===== src/rtl/gates_arbiter_pkg.sv =====
// gates_arbiter_pkg: shared encodings for the gates arbiter slice.
//   - Op encodings carried on op_in per requester.
//   - FSM state encoding used by gates_arbiter.
package gates_arbiter_pkg;

  localparam logic [1:0] OP_AND = 2'b00;
  localparam logic [1:0] OP_OR  = 2'b01;
  localparam logic [1:0] OP_NOT = 2'b10;
  localparam logic [1:0] OP_RSV = 2'b11;

  typedef enum logic [1:0] {
    IDLE = 2'b00,
    EXEC = 2'b01,
    RESP = 2'b10
  } state_t;

endpackage


===== src/rtl/gates_rr_pick.sv =====
// gates_rr_pick: combinational round-robin picker.
//   req   in  NREQ  request vector
//   ptr   in  IDW   index with highest priority this round
//   valid out 1     at least one request present
//   idx   out IDW   first set request searching ptr, ptr+1, ... mod NREQ
module gates_rr_pick #(
  parameter int NREQ = 4,
  parameter int IDW  = 2
) (
  input  logic [NREQ-1:0] req,
  input  logic [IDW-1:0]  ptr,
  output logic            valid,
  output logic [IDW-1:0]  idx
);

  // Walk the circular order backwards so the earliest hit from ptr wins last.
  always_comb begin
    valid = 1'b0;
    idx   = {IDW{1'b0}};
    for (int i = NREQ - 1; i >= 0; i--) begin
      int k;
      k = int'(ptr) + i;
      if (k >= NREQ) begin
        k = k - NREQ;
      end else begin
        k = k;
      end
      if (req[k]) begin
        valid = 1'b1;
        idx   = k[IDW-1:0];
      end else begin
        valid = valid;
      end
    end
  end

endmodule


===== src/rtl/gates_arbiter.sv =====
// gates_arbiter: round-robin arbiter/sequencer sharing one Gates unit
// (AND/OR/NOT) among NREQ requesters. One transaction every 3 cycles:
// IDLE (grant + operand latch) -> EXEC (capture result) -> RESP (pulse).
//   clk, rst          clock, synchronous active-high reset
//   req, a_in, b_in,  per-requester request, operands and op
//   op_in
//   gnt, rsp_valid,   one-cycle completion pulse, served id, result
//   rsp_id, rsp_data
//   gu_a, gu_b        registered operands to the shared Gates unit
//   gu_and/or/not     results from the shared Gates unit
// Optional build macro GATES_ARB_XOR_EN: op 11 returns A XOR B formed
// from the shared unit outputs; otherwise op 11 returns 0.
module gates_arbiter
  import gates_arbiter_pkg::*;
#(
  parameter int NREQ = 4,
  parameter int W    = 1,
  parameter int IDW  = 2
) (
  input  logic              clk,
  input  logic              rst,
  input  logic [NREQ-1:0]   req,
  input  logic [NREQ*W-1:0] a_in,
  input  logic [NREQ*W-1:0] b_in,
  input  logic [NREQ*2-1:0] op_in,
  output logic [NREQ-1:0]   gnt,
  output logic              rsp_valid,
  output logic [IDW-1:0]    rsp_id,
  output logic [W-1:0]      rsp_data,
  output logic [W-1:0]      gu_a,
  output logic [W-1:0]      gu_b,
  input  logic [W-1:0]      gu_and,
  input  logic [W-1:0]      gu_or,
  input  logic [W-1:0]      gu_not
);

  state_t           state_r;
  logic [IDW-1:0]   ptr_r;
  logic [IDW-1:0]   idx_r;
  logic [1:0]       op_r;
  logic             pick_valid_s;
  logic [IDW-1:0]   pick_idx_s;
  logic [W-1:0]     result_s;

  gates_rr_pick #(
    .NREQ (NREQ),
    .IDW  (IDW)
  ) u_pick (
    .req   (req),
    .ptr   (ptr_r),
    .valid (pick_valid_s),
    .idx   (pick_idx_s)
  );

  // Select the shared unit output that matches the latched op.
  always_comb begin
    result_s = {W{1'b0}};
    case (op_r)
      OP_AND: result_s = gu_and;
      OP_OR:  result_s = gu_or;
      OP_NOT: result_s = gu_not;
      OP_RSV: begin
`ifdef GATES_ARB_XOR_EN
        result_s = gu_or & ~gu_and;
`else
        result_s = {W{1'b0}};
`endif
      end
      default: result_s = {W{1'b0}};
    endcase
  end

  // Arbiter FSM: grant and latch in IDLE, capture in EXEC, retire in RESP.
  always_ff @(posedge clk) begin
    if (rst) begin
      state_r   <= IDLE;
      ptr_r     <= {IDW{1'b0}};
      idx_r     <= {IDW{1'b0}};
      op_r      <= OP_AND;
      gnt       <= {NREQ{1'b0}};
      rsp_valid <= 1'b0;
      rsp_id    <= {IDW{1'b0}};
      rsp_data  <= {W{1'b0}};
      gu_a      <= {W{1'b0}};
      gu_b      <= {W{1'b0}};
    end else begin
      case (state_r)
        IDLE: begin
          gnt       <= {NREQ{1'b0}};
          rsp_valid <= 1'b0;
          if (pick_valid_s) begin
            idx_r   <= pick_idx_s;
            op_r    <= op_in[{pick_idx_s, 1'b0} +: 2];
            gu_a    <= a_in[pick_idx_s*W +: W];
            gu_b    <= b_in[pick_idx_s*W +: W];
            state_r <= EXEC;
          end else begin
            state_r <= IDLE;
          end
        end
        EXEC: begin
          rsp_data  <= result_s;
          rsp_id    <= idx_r;
          rsp_valid <= 1'b1;
          gnt       <= {{(NREQ-1){1'b0}}, 1'b1} << idx_r;
          state_r   <= RESP;
        end
        RESP: begin
          gnt       <= {NREQ{1'b0}};
          rsp_valid <= 1'b0;
          // Served requester drops to lowest priority next round.
          ptr_r     <= (idx_r == IDW'(NREQ - 1)) ? {IDW{1'b0}} : idx_r + {{(IDW-1){1'b0}}, 1'b1};
          state_r   <= IDLE;
        end
        default: begin
          gnt       <= {NREQ{1'b0}};
          rsp_valid <= 1'b0;
          state_r   <= IDLE;
        end
      endcase
    end
  end

endmodule


===== config.mk =====
export PLATFORM = sky130hd
export DESIGN_NAME = gates_arbiter
export DESIGN_NICKNAME = d
export VERILOG_FILES = /design/src/rtl/gates_arbiter_pkg.sv /design/src/rtl/gates_rr_pick.sv /design/src/rtl/gates_arbiter.sv
export SDC_FILE = /design/constraint.sdc
export NUM_CORES = 1
export LEC_CHECK = 0
export ABC_CLOCK_PERIOD_IN_PS = 1320
export CAP_MARGIN = 20
export CORE_UTILIZATION = 29
export DETAILED_ROUTE_END_ITERATION = 8
export GPL_TIMING_DRIVEN = 0
export MAX_ROUTING_LAYER = met4
export PLACE_DENSITY = 0.66
export SLEW_MARGIN = 20
export SYNTH_ARGS = -nofsm -noshare
export SYNTH_HDL_FRONTEND = slang
export SYNTH_SLANG_ARGS = --single-unit

===== constraint.sdc =====
create_clock -name clk -period 1.32 [get_ports clk]
set_input_delay 0.264 -clock clk [delete_from_list [all_inputs] [get_ports clk]]
set_output_delay 0.264 -clock clk [all_outputs]
set_load 0.02 [all_outputs]

**Word-level counts from Yosys, hierarchy flattened**

Cells that the tools add are included.

- Shift-type cells: 4
- Bitwise gates (word level): 1
- Reductions and logical operators: 4
- Magnitude comparators: 8
- Muxes and demuxes: 29
- Eq/ne operators: 6
- Add/sub/neg operators: 8

Operator list:

| operator | count |
|---|---|
| 32-bit by 4-bit < comparator with 1-bit output, second input constant | 4 |
| 32-bit 2-to-1 mux | 4 |
| 32-bit by 4-bit greater-or-equal comparator with 1-bit output, second input constant | 3 |
| 32-bit by 4-bit subtractor with 32-bit output, second input constant | 3 |
| 1-bit 2-to-1 mux | 14 |
| 2-bit 2-to-1 mux | 5 |
| 1-bit binary-select mux with 2-bit select | 4 |
| 2-bit == test, second input constant | 4 |
| 4-bit by 3-bit variable part select with 1-bit output | 2 |
| 8-bit by 4-bit variable part select with 2-bit output | 1 |
| 2-bit by 2-bit adder with 3-bit output, second input constant | 2 |
| 2-bit by 1-bit == test with 1-bit output, second input constant | 2 |
| 2-bit zero test | 2 |
| 1-bit case mux with 4 select lines | 1 |
| 2-bit case mux with 2 select lines | 1 |
| 1-bit by 2-bit << shifter with 4-bit output, first input constant | 1 |
| 2-bit by 3-bit subtractor with 4-bit output, second input constant | 1 |
| 2-bit by 1-bit adder with 3-bit output, second input constant | 1 |
| 2-bit by 3-bit greater-or-equal comparator with 1-bit output, second input constant | 1 |
| 2-bit by 1-bit adder with 2-bit output, second input constant | 1 |
| 2-bit AND reduction | 1 |
| 2-bit OR reduction | 1 |
| 1-bit inverter | 1 |

- Output and inout bits: 10
- Input port bits: 25
- Flip-flop bits (word level): 18
- Word-level logic and storage cells: 70

**Longest topological paths before layout**

Gate-level depths: netlist of run 1.

- Depth after elaboration: 12
- Depth in mapped cells: 6
- Gate-level depth less buffers: 5

**By module**

From an unflattened synthesis of run 1, not the netlist that was laid out.

- Cells, all modules: 84
- Area, all modules: 810.8 µm²

By module, submodules not included:

| module | cells an instance | area each (µm²) | seq. area each (µm²) | instances |
|---|---|---|---|---|
| gates_arbiter | 71 | 733.2 | 360.3 | 1 |
| gates_rr_pick | 13 | 77.6 | 0.0 | 1 |

**Worst setup path before layout of run 1**

OpenSTA, ideal clock, no wires.

- Path type: register -> register
- Start: register ptr_r[1]
- End: register op_r[1]
- Setup slack: -0.081 ns
- Period minus slack after synthesis: 1.401 ns
- Cell stages (with the launch flop): 7
- Data arrival time: 1.272 ns
- Setup time: 0.129 ns
- Path buffers: 1
- Data required time: 1.191 ns
- Cell sequence: dfxtp_1 > mux2i_1 > o22a_1 > and2_4 > buf_6 > mux2i_1 > o211ai_1

- Cells in the longest elaborated chain, start to end: 11
- Elaborated cells between the ends (all ways): 37
- Classes of those cells: 7 x add/sub; 4 x order compare; 1 x shift; 24 x mux; 1 x reduce/logical

Ends and longest elaborated chain:

| what | line | source |
|---|---|---|
| from (decl) | gates_arbiter.sv:38 | `logic [IDW-1:0] ptr_r;` |
| from (signal assigned) | gates_arbiter.sv:77 | `ptr_r <= {IDW{1'b0}};` |
| from (signal assigned) | gates_arbiter.sv:112 | `ptr_r <= (idx_r == IDW'(NREQ - 1)) ? {IDW{1'b0}} : idx_r + {{(IDW-1){1'b0}}, 1'b1};` |
| 2-bit by 2-bit adder with 3-bit output | gates_rr_pick.sv:22 | `k = int'(ptr) + i;` |
| 32-bit by 4-bit subtractor with 32-bit output / 32-bit by 4-bit greater-or-equal comparator with 1-bit output (equally long branches) | gates_rr_pick.sv:24, gates_rr_pick.sv:23 |  |
| 32-bit 2-to-1 mux | gates_rr_pick.sv:23 | `if (k >= NREQ) begin` |
| 1-bit binary-select mux with 2-bit select | gates_rr_pick.sv:28 | `if (req[k]) begin` |
| 1-bit 2-to-1 mux (implied by the code) (2 in a row) | gates_rr_pick.sv:28 |  |
| 2-bit 2-to-1 mux / 1-bit 2-to-1 mux (equally long branches) (4 in a row) | gates_rr_pick.sv:28 |  |
| 8-bit by 4-bit variable part select with 2-bit output / 2-bit AND reduction (equally long branches) | n/a |  |
| to (signal assigned) | gates_arbiter.sv:93 | `op_r <= op_in[{pick_idx_s, 1'b0} +: 2];` |
| to (decl) | gates_arbiter.sv:40 | `logic [1:0] op_r;` |

Several ways; a longest one is shown, not always the timed one. The select of a mux whose other input is x is not followed.
A chain may end at the register's enable or synchronous reset.

**Worst setup path after layout of run 1**

- Start: register ptr_r[1]
- End: register gu_b

- Cells in the longest elaborated chain, start to end: 11
- Elaborated cells between the ends (all ways): 37
- Classes of those cells: 7 x add/sub; 4 x order compare; 1 x shift; 24 x mux; 1 x reduce/logical

Ends and longest elaborated chain:

| what | line | source |
|---|---|---|
| 2-bit by 2-bit adder with 3-bit output | gates_rr_pick.sv:22 |  |
| 32-bit by 4-bit subtractor with 32-bit output / 32-bit by 4-bit greater-or-equal comparator with 1-bit output (equally long branches) | gates_rr_pick.sv:24, gates_rr_pick.sv:23 |  |
| 32-bit 2-to-1 mux | gates_rr_pick.sv:23 |  |
| 1-bit binary-select mux with 2-bit select | gates_rr_pick.sv:28 |  |
| 1-bit 2-to-1 mux (implied by the code) (2 in a row) | gates_rr_pick.sv:28 |  |
| 2-bit 2-to-1 mux / 1-bit 2-to-1 mux (equally long branches) (4 in a row) | gates_rr_pick.sv:28 |  |
| 4-bit by 3-bit variable part select with 1-bit output / 2-bit AND reduction (equally long branches) | n/a |  |
| to (signal assigned) | gates_arbiter.sv:85 | `gu_b <= {W{1'b0}};` |
| to (signal assigned) | gates_arbiter.sv:95 | `gu_b <= b_in[pick_idx_s*W +: W];` |
| to (decl) | gates_arbiter.sv:31 | `output logic [W-1:0] gu_b,` |

Several ways; a longest one is shown, not always the timed one. The select of a mux whose other input is x is not followed.

==> metrics.txt, run 1 <==
R2R Path End=gu_b; Cell Area, Synth=883 um2; WHS Endpoint=ptr_r[0]; placed cell count=153; Yosys warning total=0; vias in the first global route=780; reg2reg setup slack=-0.08 ns; Syn Inst Count=a little under 90; failing checks=design-rule violations, negative setup slack; Synth Register Bits=18; peak supply drop=0.563 mV; pin count of the biggest net entering global routing=11; CTS Hold Bufs=0; top_reg_cell synth=dfxtp_1; synth top area cells=dfxtp_1, mux2i_1, nand3b_1, nor2_1, o211ai_1; wire per inst=12.5 um; GRT Overall Usage=0.133; die footprint=3270 um2; Critical Path Source=ptr_r[1]; Register Area=367 um2; ys async rst share=0; Internal Power=0.936 mW; IO Count=35; nets=153; commonest cells after routing, fill and taps aside=clkdlybuf4s50_1, dfxtp_1, dlygate4sd2_1; PwrDens=959 nW/um2; largest family of logic cells by synthesized area=simple AND/OR/NAND/NOR gates; mux cell area share after synthesis=0.147; CTS max path bufs=2; core footprint=2830 um2; Final WS setup=-0.0770 ns; dpl ws=-0.612 ns; CP Class=flop to flop; H-Tree Depth=1; initial antenna violation count=0; RSZ-0062 raised after global routing=true; first-pass GRT wire length=3260 um; Hold WC Path Type=flop to flop; CTS root buffer=clkbuf_4; P_sw=0.353 mW; Post-Route Utilization=0.475; Antenna diodes=0; routed vias/inst=5.04; top cell type's share of synthesized area=0.408; status=complete, but fails checks; combinational share of power=0.257; DIE HEIGHT=between 50 and 60 um; CTS buffer count=3; Reg clk slew, reported paths=0.11 ns; Unique masters post-synth=32; ANT nets after route=0; multi-input logic area=543 um2; Area Overhead vs Synth=52.1%; CTS tree=yes; Slew Limit Fails=0; element type at the critical path start=flop; TritonRoute pass-1 iters=6; Post-synth EDFFs=0; Routed WL=approximately 2000 um; fraction of the yosys area taken by sequential cells=0.408; FP Rows=19; Synth area leader=dfxtp_1; layout cells sized above 1=0.214; Worst-Margin Slew=0.288 ns; Clk Latency, worst-skew pair=0.29 ns; syn avg cell area=10.0 um2; Clock power frac=0.264; Pleak=0.564 nW; hold_sp=ptr_r[0]; starting density of the core=0.312; switching share of power=0.274; fin crit share=1.06; Max-slew headroom=0.807; Crit. End Element=flop; crit path time final=between 1 and 1.5 ns; grt ovf=0; Post-Synth XOR/XNOR Area=0; Final Hold Viols=0; Crit path required time=~1.5 ns; final setup vio count=4; PnR Total Power=around 1.3 mW; # fillers=268; Port Buffers=34; Synth Area in Adders=0.0142; final clock skew=0.00676 ns; power share of the sequential group=0.479; Max Fanout on Critical Path=6; Synth Area in Simple Gates=0.241; compound-gate portion of the synthesized area=0.153; Final HPWL DP=1510 um; # DRC=1; Fmax=716 MHz; CP Data Arrival Time=1.58 ns; total vias in the final route=~790; reg2reg start=ptr_r[1]; max_cap viols=0; CTS Sinks=18; gp weighted congestion=0.706; final std cells w/o fill=around 160; depth of the worst register-to-register path=5; Initial DRC Count=10; number of stages on the worst hold path=2; post-synthesis net count=about 110; Die Width=57.2 um; most common cell after layout, fill and taps aside=clkdlybuf4s50_1
-- cells in the mapped netlist (2+ instances only) --
library cell / number
a21boi_0: 2
a21oi_1: 3
and3_1: 3
buf_2: 2
clkbuf_1: 2
dfxtp_1: 18
mux2i_1: 13
nand2_1: 3
nand2b_1: 2
nand3b_1: 5
nor2_1: 7
nor2b_1: 3
o211ai_1: 3
o21ai_0: 2
o22a_1: 2
or3_1: 2
-- worst max-delay path by stage --
stage,end
after floorplan,op_r[1]
after global placement,op_r[1]
after detailed placement,gu_a
after CTS,gu_b
after global routing,gu_b
final,gu_b
-- metrics by stage --
stage,hold slack [ns],setup TNS (ns),area [um2]
final,0.471,-0.209,1340
after global routing,0.501,-0.614,1340
after CTS,0.484,-0.255,1320
after detailed placement,0.469,-4.58,1270
after global placement,0.468,-4.43,1270
after floorplan,0.359,-0.0308,896
-- registers in the layout, indices dropped and copies added (netlist names) --
name	cells
gnt	4
gu_a	1
gu_b	1
idx_r	2
op_r	2
ptr_r	2
rsp_data	1
rsp_id	2
rsp_valid	1
state_r	2
-- critical path, cell delays in order (launching register included) --
cell and delay, ns:
dfxtp_4 0.39, mux2i_1 0.18, o22a_1 0.21, and2_4 0.20, mux2i_1 0.20, o211ai_1 0.10
-- cell type report --
cell class              count  share of cell area
plain buffers               3              0.0130
clock buffers               4              0.0270
inverters                   1             0.00279
multi-input cells          64               0.404
flip-flops and latches     18               0.273
well taps                  31              0.0289
repair buffers             36               0.251
-- power by group through the flow --
stage,Combinational (mW),Clock [mW],Sequential (mW)
5_1_grt,0.358,0.368,0.623
2_1_floorplan,0.162,0,0.644
6_report,0.331,0.341,0.617
4_1_cts,0.321,0.350,0.617
3_3_place_gp,0.320,0,0.628
3_5_place_dp,0.325,0,0.630
-- timing repair --
item	4_1_cts	5_1_grt
resized for setup	23	8
setup endpoints to repair	20	7
setup buffers	2	0
pin swaps	6	5
-- layer usage --
metal	track usage	vias up	routed length, um
met5	-	-	0
met4	0.0627	0	34
met3	0.0204	4	87
met2	0.227	24	937
met1	0.151	367	904
li1	-	397	-
-- cells by family (layout without fill, tap and decap cells) --
group / Yosys count / in the layout
AOI/OAI and AO/OA: 18 / 18
adders and majority gates: 1 / 1
buffers and inverters: 6 / 44
DFF: 18 / 18
muxes: 13 / 13
and+or+nand+nor: 32 / 32
No activity file was read; power rests on OpenSTA's default activity.
==> run 2: changes to the inputs <==
--- a/constraint.sdc
+++ b/constraint.sdc
@@ -3,2 +3,2 @@
 set_output_delay 0.264 -clock clk [all_outputs]
-set_load 0.02 [all_outputs]
+set_load 0.01 [all_outputs]
==> run 2 against run 1 <==
The run still ends with design-rule violations, negative setup slack left; first-iteration DRC count decreased by 10%; critical path depth unchanged; die area unchanged; flip-flop and latch count unchanged; non-clock buffer count unchanged; count of clock-buffer cells in the layout did not move; power down 1.1%; wire length fell by 0.51%; worst hold slack worse by 0.0060 ns; fmax hardly changed; sequential share of layout area increased by 0.20 points; clock power about the same; critical path type unchanged; largest cell class unchanged.
==> metrics.txt, run 2 (same netlist as run 1, synthesis figures left out) <==
grt ovf=0 (unchanged); H-Tree Depth=1 (unchanged); CTS buffer count=3 (unchanged); CTS tree=yes; gp weighted congestion=0.706 (unchanged); P_sw=0.340 mW (-3.7%); Max Fanout on Critical Path=6 (unchanged); wire per inst=12.4 um (-0.51%); setup_tns=-0.215 ns (-0.00684 ns); combinational share of power=0.247 (-0.010); total vias in the final route=785 (-0.88%); CP Class=flop to flop; RSZ-0062 raised after global routing=true; CTS max path bufs=2 (unchanged); status=complete, but fails checks; Hold WC Path Type=input pin to flop; power share of the sequential group=0.484 (+0.005); Port Buffers=34 (unchanged); max reg flops=4 (unchanged); Post-Route Utilization=0.471 (-0.00354); final clock skew=0.00780 ns (+0.00105 ns); peak supply drop=0.560 mV (-0.40%); switching share of power=0.267 (-0.00707); GRT Overall Usage=0.133 (unchanged); CTS root buffer=clkbuf_4; final std cells w/o fill=157 (unchanged); Clk Latency, worst-skew pair=0.29 ns (about the same); nets=153 (unchanged); ANT nets after route=0 (unchanged); Routed WL=1950 um (-0.51%); starting density of the core=0.312 (unchanged); placed cell count=153 (unchanged); Pleak=0.560 nW (-0.72%); multi-input logic area=543 um2 (unchanged); # fillers=270 (+0.75%); initial antenna violation count=0 (unchanged); Final HPWL DP=1510 um (unchanged); IO Count=35 (unchanged); crit path time final=1.40 ns (+0.00130 ns); final setup vio count=4 (unchanged); CTS Sinks=18 (unchanged); Fmax=715 MHz (about the same); pin count of the biggest net entering global routing=11 (unchanged); Initial DRC Count=9 (-1); vias in the first global route=780 (unchanged); Crit path required time=1.50 ns (about the same); Clock power frac=0.268 (+0.004); Die Width=57.2 um (unchanged); Final WS setup=-0.0783 ns (-0.00130 ns); # DRC=1 (unchanged); first-pass GRT wire length=3260 um (unchanged); Max-slew headroom=0.733 (-0.0731); FP Rows=19 (unchanged); Register Area=367 um2 (unchanged); failing checks=design-rule violations, negative setup slack; Internal Power=0.935 mW (-0.15%); Crit. End Element=flop; fin crit share=1.06 (about the same); Slew Limit Fails=0 (unchanged); most common cell after layout, fill and taps aside=clkdlybuf4s50_1; commonest cells after routing, fill and taps aside=clkdlybuf4s50_1, dfxtp_1, dlygate4sd2_1; CP Data Arrival Time=1.58 ns (about the same); dpl ws=-0.612 ns (unchanged); Worst-Margin Slew=0.400 ns (+0.112 ns); Final Hold Viols=0 (unchanged); Reg clk slew, reported paths=0.11 ns (about the same); layout cells sized above 1=0.222 (+0.00794); element type at the critical path start=flop; DIE HEIGHT=57.2 um (unchanged); max_cap viols=0 (unchanged); routed vias/inst=5.00 (-0.88%); PwrDens=956 nW/um2 (-0.37%); die footprint=3270 um2 (unchanged); core footprint=2830 um2 (unchanged); Area Overhead vs Synth=51.0%; TritonRoute pass-1 iters=6 (unchanged); Antenna diodes=0 (unchanged); register with the most flip-flops=gnt
-- run 2: cell count changes in the layout (fill, tap and decap cells not counted), sizes merged --
cell,delta
clkbuf,+2
clkdlybuf4s50,-1
dlygate4sd2,-1
-- run 2: what timing repair did --
action | in CTS | in global routing
resized for setup | 23 | 12
hold buffers | 0 | 0
endpoints found under the hold margin | 0 | 0
endpoints found under the setup margin | 20 | 7
pin swaps | 6 | 5
buffers inserted | 2 | 0
-- run 2: power groups by stage --
stage	clock network, mW	registers [mW]	logic [mW]
after floorplan	0	0.630	0.162
after global placement	0	0.628	0.306
after detailed placement	0	0.630	0.311
after CTS	0.350	0.617	0.306
after global routing	0.368	0.622	0.342
final	0.342	0.617	0.315
-- run 2: path summary, 6_finish.rpt --
path	startpoint	end	slack (ns)	cells past startpoint
min	rst	state_r[1]	0.47	2
max	ptr_r[1]	gu_b	-0.08	5
min reg2reg	ptr_r[0]	ptr_r[0]	0.47	2
max reg2reg	ptr_r[1]	gu_b	-0.08	5
-- run 2: layer usage --
| layer | track usage | up-vias | share of wire |
|---|---|---|---|
| met1 | 0.151 | 361 | 0.46 |
| li1 | - | 396 | - |
| met2 | 0.227 | 24 | 0.47 |
| met3 | 0.0204 | 4 | 0.045 |
| met5 | - | - | 0 |
| met4 | 0.0627 | 0 | 0.017 |
-- run 2: per-stage QoR --
stage                     power (mW)  area [um2]  hold WS (ns)
after floorplan                0.792         896         0.359
after global placement         0.934        1270         0.468
after detailed placement       0.941        1270         0.469
after CTS                       1.27        1320         0.468
after global routing            1.33        1330         0.501
final                           1.27        1330         0.465
-- run 2: worst max-delay path: stages, from the launching register on --
cell	delay, ns
dfxtp_4	0.39
mux2i_1	0.18
o22a_1	0.21
and2_4	0.20
mux2i_1	0.20
o211ai_1	0.10
-- run 2: cell type report --
cell class,count,area share
Multi-Input combinational cell,64,0.407
Clock buffer,4,0.0272
Tap cell,31,0.0291
Sequential cell,18,0.275
Timing Repair Buffer,36,0.247
Inverter,1,0.00281
Buffer,3,0.0122
==> run 3: changes to the inputs <==
CTS_BUF_LIST = sky130_fd_sc_hd__clkbuf_8 sky130_fd_sc_hd__clkbuf_16   (was not set)
SETUP_SLACK_MARGIN = 0.2   (was not set)
SKIP_LAST_GASP = 1   (was not set)
==> run 3 against run 2 <==
Flip-flop and latch count unchanged; setup slack worse by 0.027 ns; largest power group unchanged; fmax down 1.9%; the run still ends with design-rule violations, negative setup slack left; count of clock-buffer cells in the layout unchanged; via count up 4.8%; power up 12%; final cell count up 5.1%; critical path depth up 1; clock power up 32%; wire length up 4.8%; utilization up 3.8 points.
==> metrics.txt, run 3 (same netlist as run 1, synthesis figures left out) <==
FP Rows=19 (unchanged); WP buf/inv=1 (+1); register with the most flip-flops=gnt; commonest cells after routing, fill and taps aside=clkdlybuf4s50_1, mux2i_1, dfxtp_1; Worst-Margin Slew=0.407 ns (+0.00738 ns); final clock skew=0.00286 ns (-0.00495 ns); GRT Overall Usage=0.133 (about the same); Die Width=57.2 um (unchanged); max reg flops=4 (unchanged); most common cell after layout, fill and taps aside=clkdlybuf4s50_1; status=complete, but fails checks; PwrDens=990 nW/um2 (+3.6%); CP Data Arrival Time=1.56 ns (-0.02 ns); Slowest-stage cell, CP=dfxtp_4; CP cell instances=mux2i_1, o22a_1, and2_4, buf_6, mux2i_1, o211ai_1; CP delay by family, top=flip-flops; most numerous cell on the critical path=mux2i_1; CTS Hold Bufs=0 (unchanged); CTS buffer count=3 (unchanged); final setup vio count=5 (+1); pin count of the biggest net entering global routing=11 (unchanged); RSZ-0062 raised after global routing=true; core footprint=2830 um2 (unchanged); vias in the first global route=790 (+1.3%); IO Count=35 (unchanged); Post-Route Utilization=0.509 (+0.0376); Routed WL=2050 um (+4.8%); PnR Total Power=1.43 mW (+12%); starting density of the core=0.312 (unchanged); total vias in the final route=823 (+4.8%); crit path time final=1.42 ns (+0.0267 ns); M1 GR Usage=0.156 (+0.00442); TritonRoute pass-1 iters=6 (unchanged); peak supply drop=0.763 mV (+36%); Initial DRC Count=17 (+8); Hold WC Path Type=flop to flop; wire per inst=12.4 um (-0.27%); Slew Limit Fails=0 (unchanged); met2 Track Usage GR=0.225 (-0.00168); dpl ws=-0.626 ns (-0.0143 ns); # fillers=259 (-4.1%); grt ovf=0 (unchanged); CTS Sinks=18 (unchanged); element type at the critical path start=flop; failing checks=design-rule violations, negative setup slack; Crit path required time=1.45 ns (-0.05 ns); Antenna diodes=0 (unchanged); Port Buffers=34 (unchanged); ANT nets after route=0 (unchanged); Max Fanout on Critical Path=5 (-1); nets=161 (+5.2%); Pleak=0.610 nW (+9.0%); CP Class=flop to flop; routed vias/inst=4.99 (-0.24%); Design Area, Final=1440 um2 (+8.0%); Fmax=702 MHz (-1.9%); final hold slack=0.483 ns (+0.0177 ns); die footprint=3270 um2 (unchanged); Max-slew headroom=0.728 (-0.00492); met3 Use GR=0.0431 (+0.0227); CTS tree=yes; initial antenna violation count=0 (unchanged); Crit. End Element=flop; max_cap viols=0 (unchanged); Area Overhead vs Synth=63.0%; DIE HEIGHT=57.2 um (unchanged); Clk Latency, worst-skew pair=0.25 ns (-0.04 ns); Cell Area, Placed=1310 um2 (+2.5%); first-pass GRT wire length=3310 um (+1.5%); grt peak-use layer=met2; final std cells w/o fill=165 (+5.1%); gp weighted congestion=0.683 (-3.3%); max incr delay on CP=0.37 ns (-0.02 ns); # DRC=4 (+3); CTS root buffer=clkbuf_8; placed cell count=153 (unchanged); Final HPWL DP=1450 um (-4.2%); CTS max path bufs=2 (unchanged); Reg clk slew, reported paths=0.07 ns (-0.04 ns); Final Hold Viols=0 (unchanged); setup_tns=-0.348 ns (-0.132 ns); Final WS setup=-0.105 ns (-0.0267 ns); fin crit share=1.08 (+0.0202); H-Tree Depth=1 (unchanged); layout cells sized above 1=0.343 (+0.121)
run 3: power by group:
part | internal (mW) | switching [mW]
Sequential | 0.583 | 0.0364
Clock | 0.265 | 0.186
Combinational | 0.218 | 0.138
Total | 1.07 | 0.361
run 3: routing by layer:
| metal | share of wire | routed length, um | vias up |
|---|---|---|---|
| li1 | - | - | 415 |
| met1 | 0.47 | 965 | 387 |
| met2 | 0.48 | 987 | 21 |
| met3 | 0.047 | 96 | 0 |
| met4 | 0 | 0 | 0 |
| met5 | 0 | 0 | - |
run 3: timing repair:
item                       in CTS  in global routing
pin swaps                       6                  5
setup endpoints to repair      27                 17
resized for setup              27                 25
setup buffers                   3                  5
cloned                          0                  0
run 3: worst register-to-register path, stage by stage (launching register included):
cell and delay, ns:
dfxtp_4 0.37, mux2i_1 0.18, o22a_1 0.22, and2_4 0.16
buf_6 0.11, mux2i_1 0.17, o211ai_1 0.09
run 3: worst paths after layout:
path | from | to | slack (ns) | cells after the start
max | ptr_r[1] | op_r[1] | -0.10 | 6
min | ptr_r[0] | ptr_r[0] | 0.48 | 2
max reg2reg | ptr_r[1] | op_r[1] | -0.10 | 6
min reg2reg | ptr_r[0] | ptr_r[0] | 0.48 | 2
run 3: layout make-up:
cell class / count / area, um2 / share of cell area
Sequential cell: 18 / 375 / 0.261
Tap cell: 31 / 38.8 / 0.0269
Inverter: 1 / 3.75 / 0.00261
Timing Repair Buffer: 42 / 352 / 0.244
Clock buffer: 4 / 55.1 / 0.0382
Buffer: 5 / 48.8 / 0.0339
Multi-Input combinational cell: 64 / 567 / 0.394
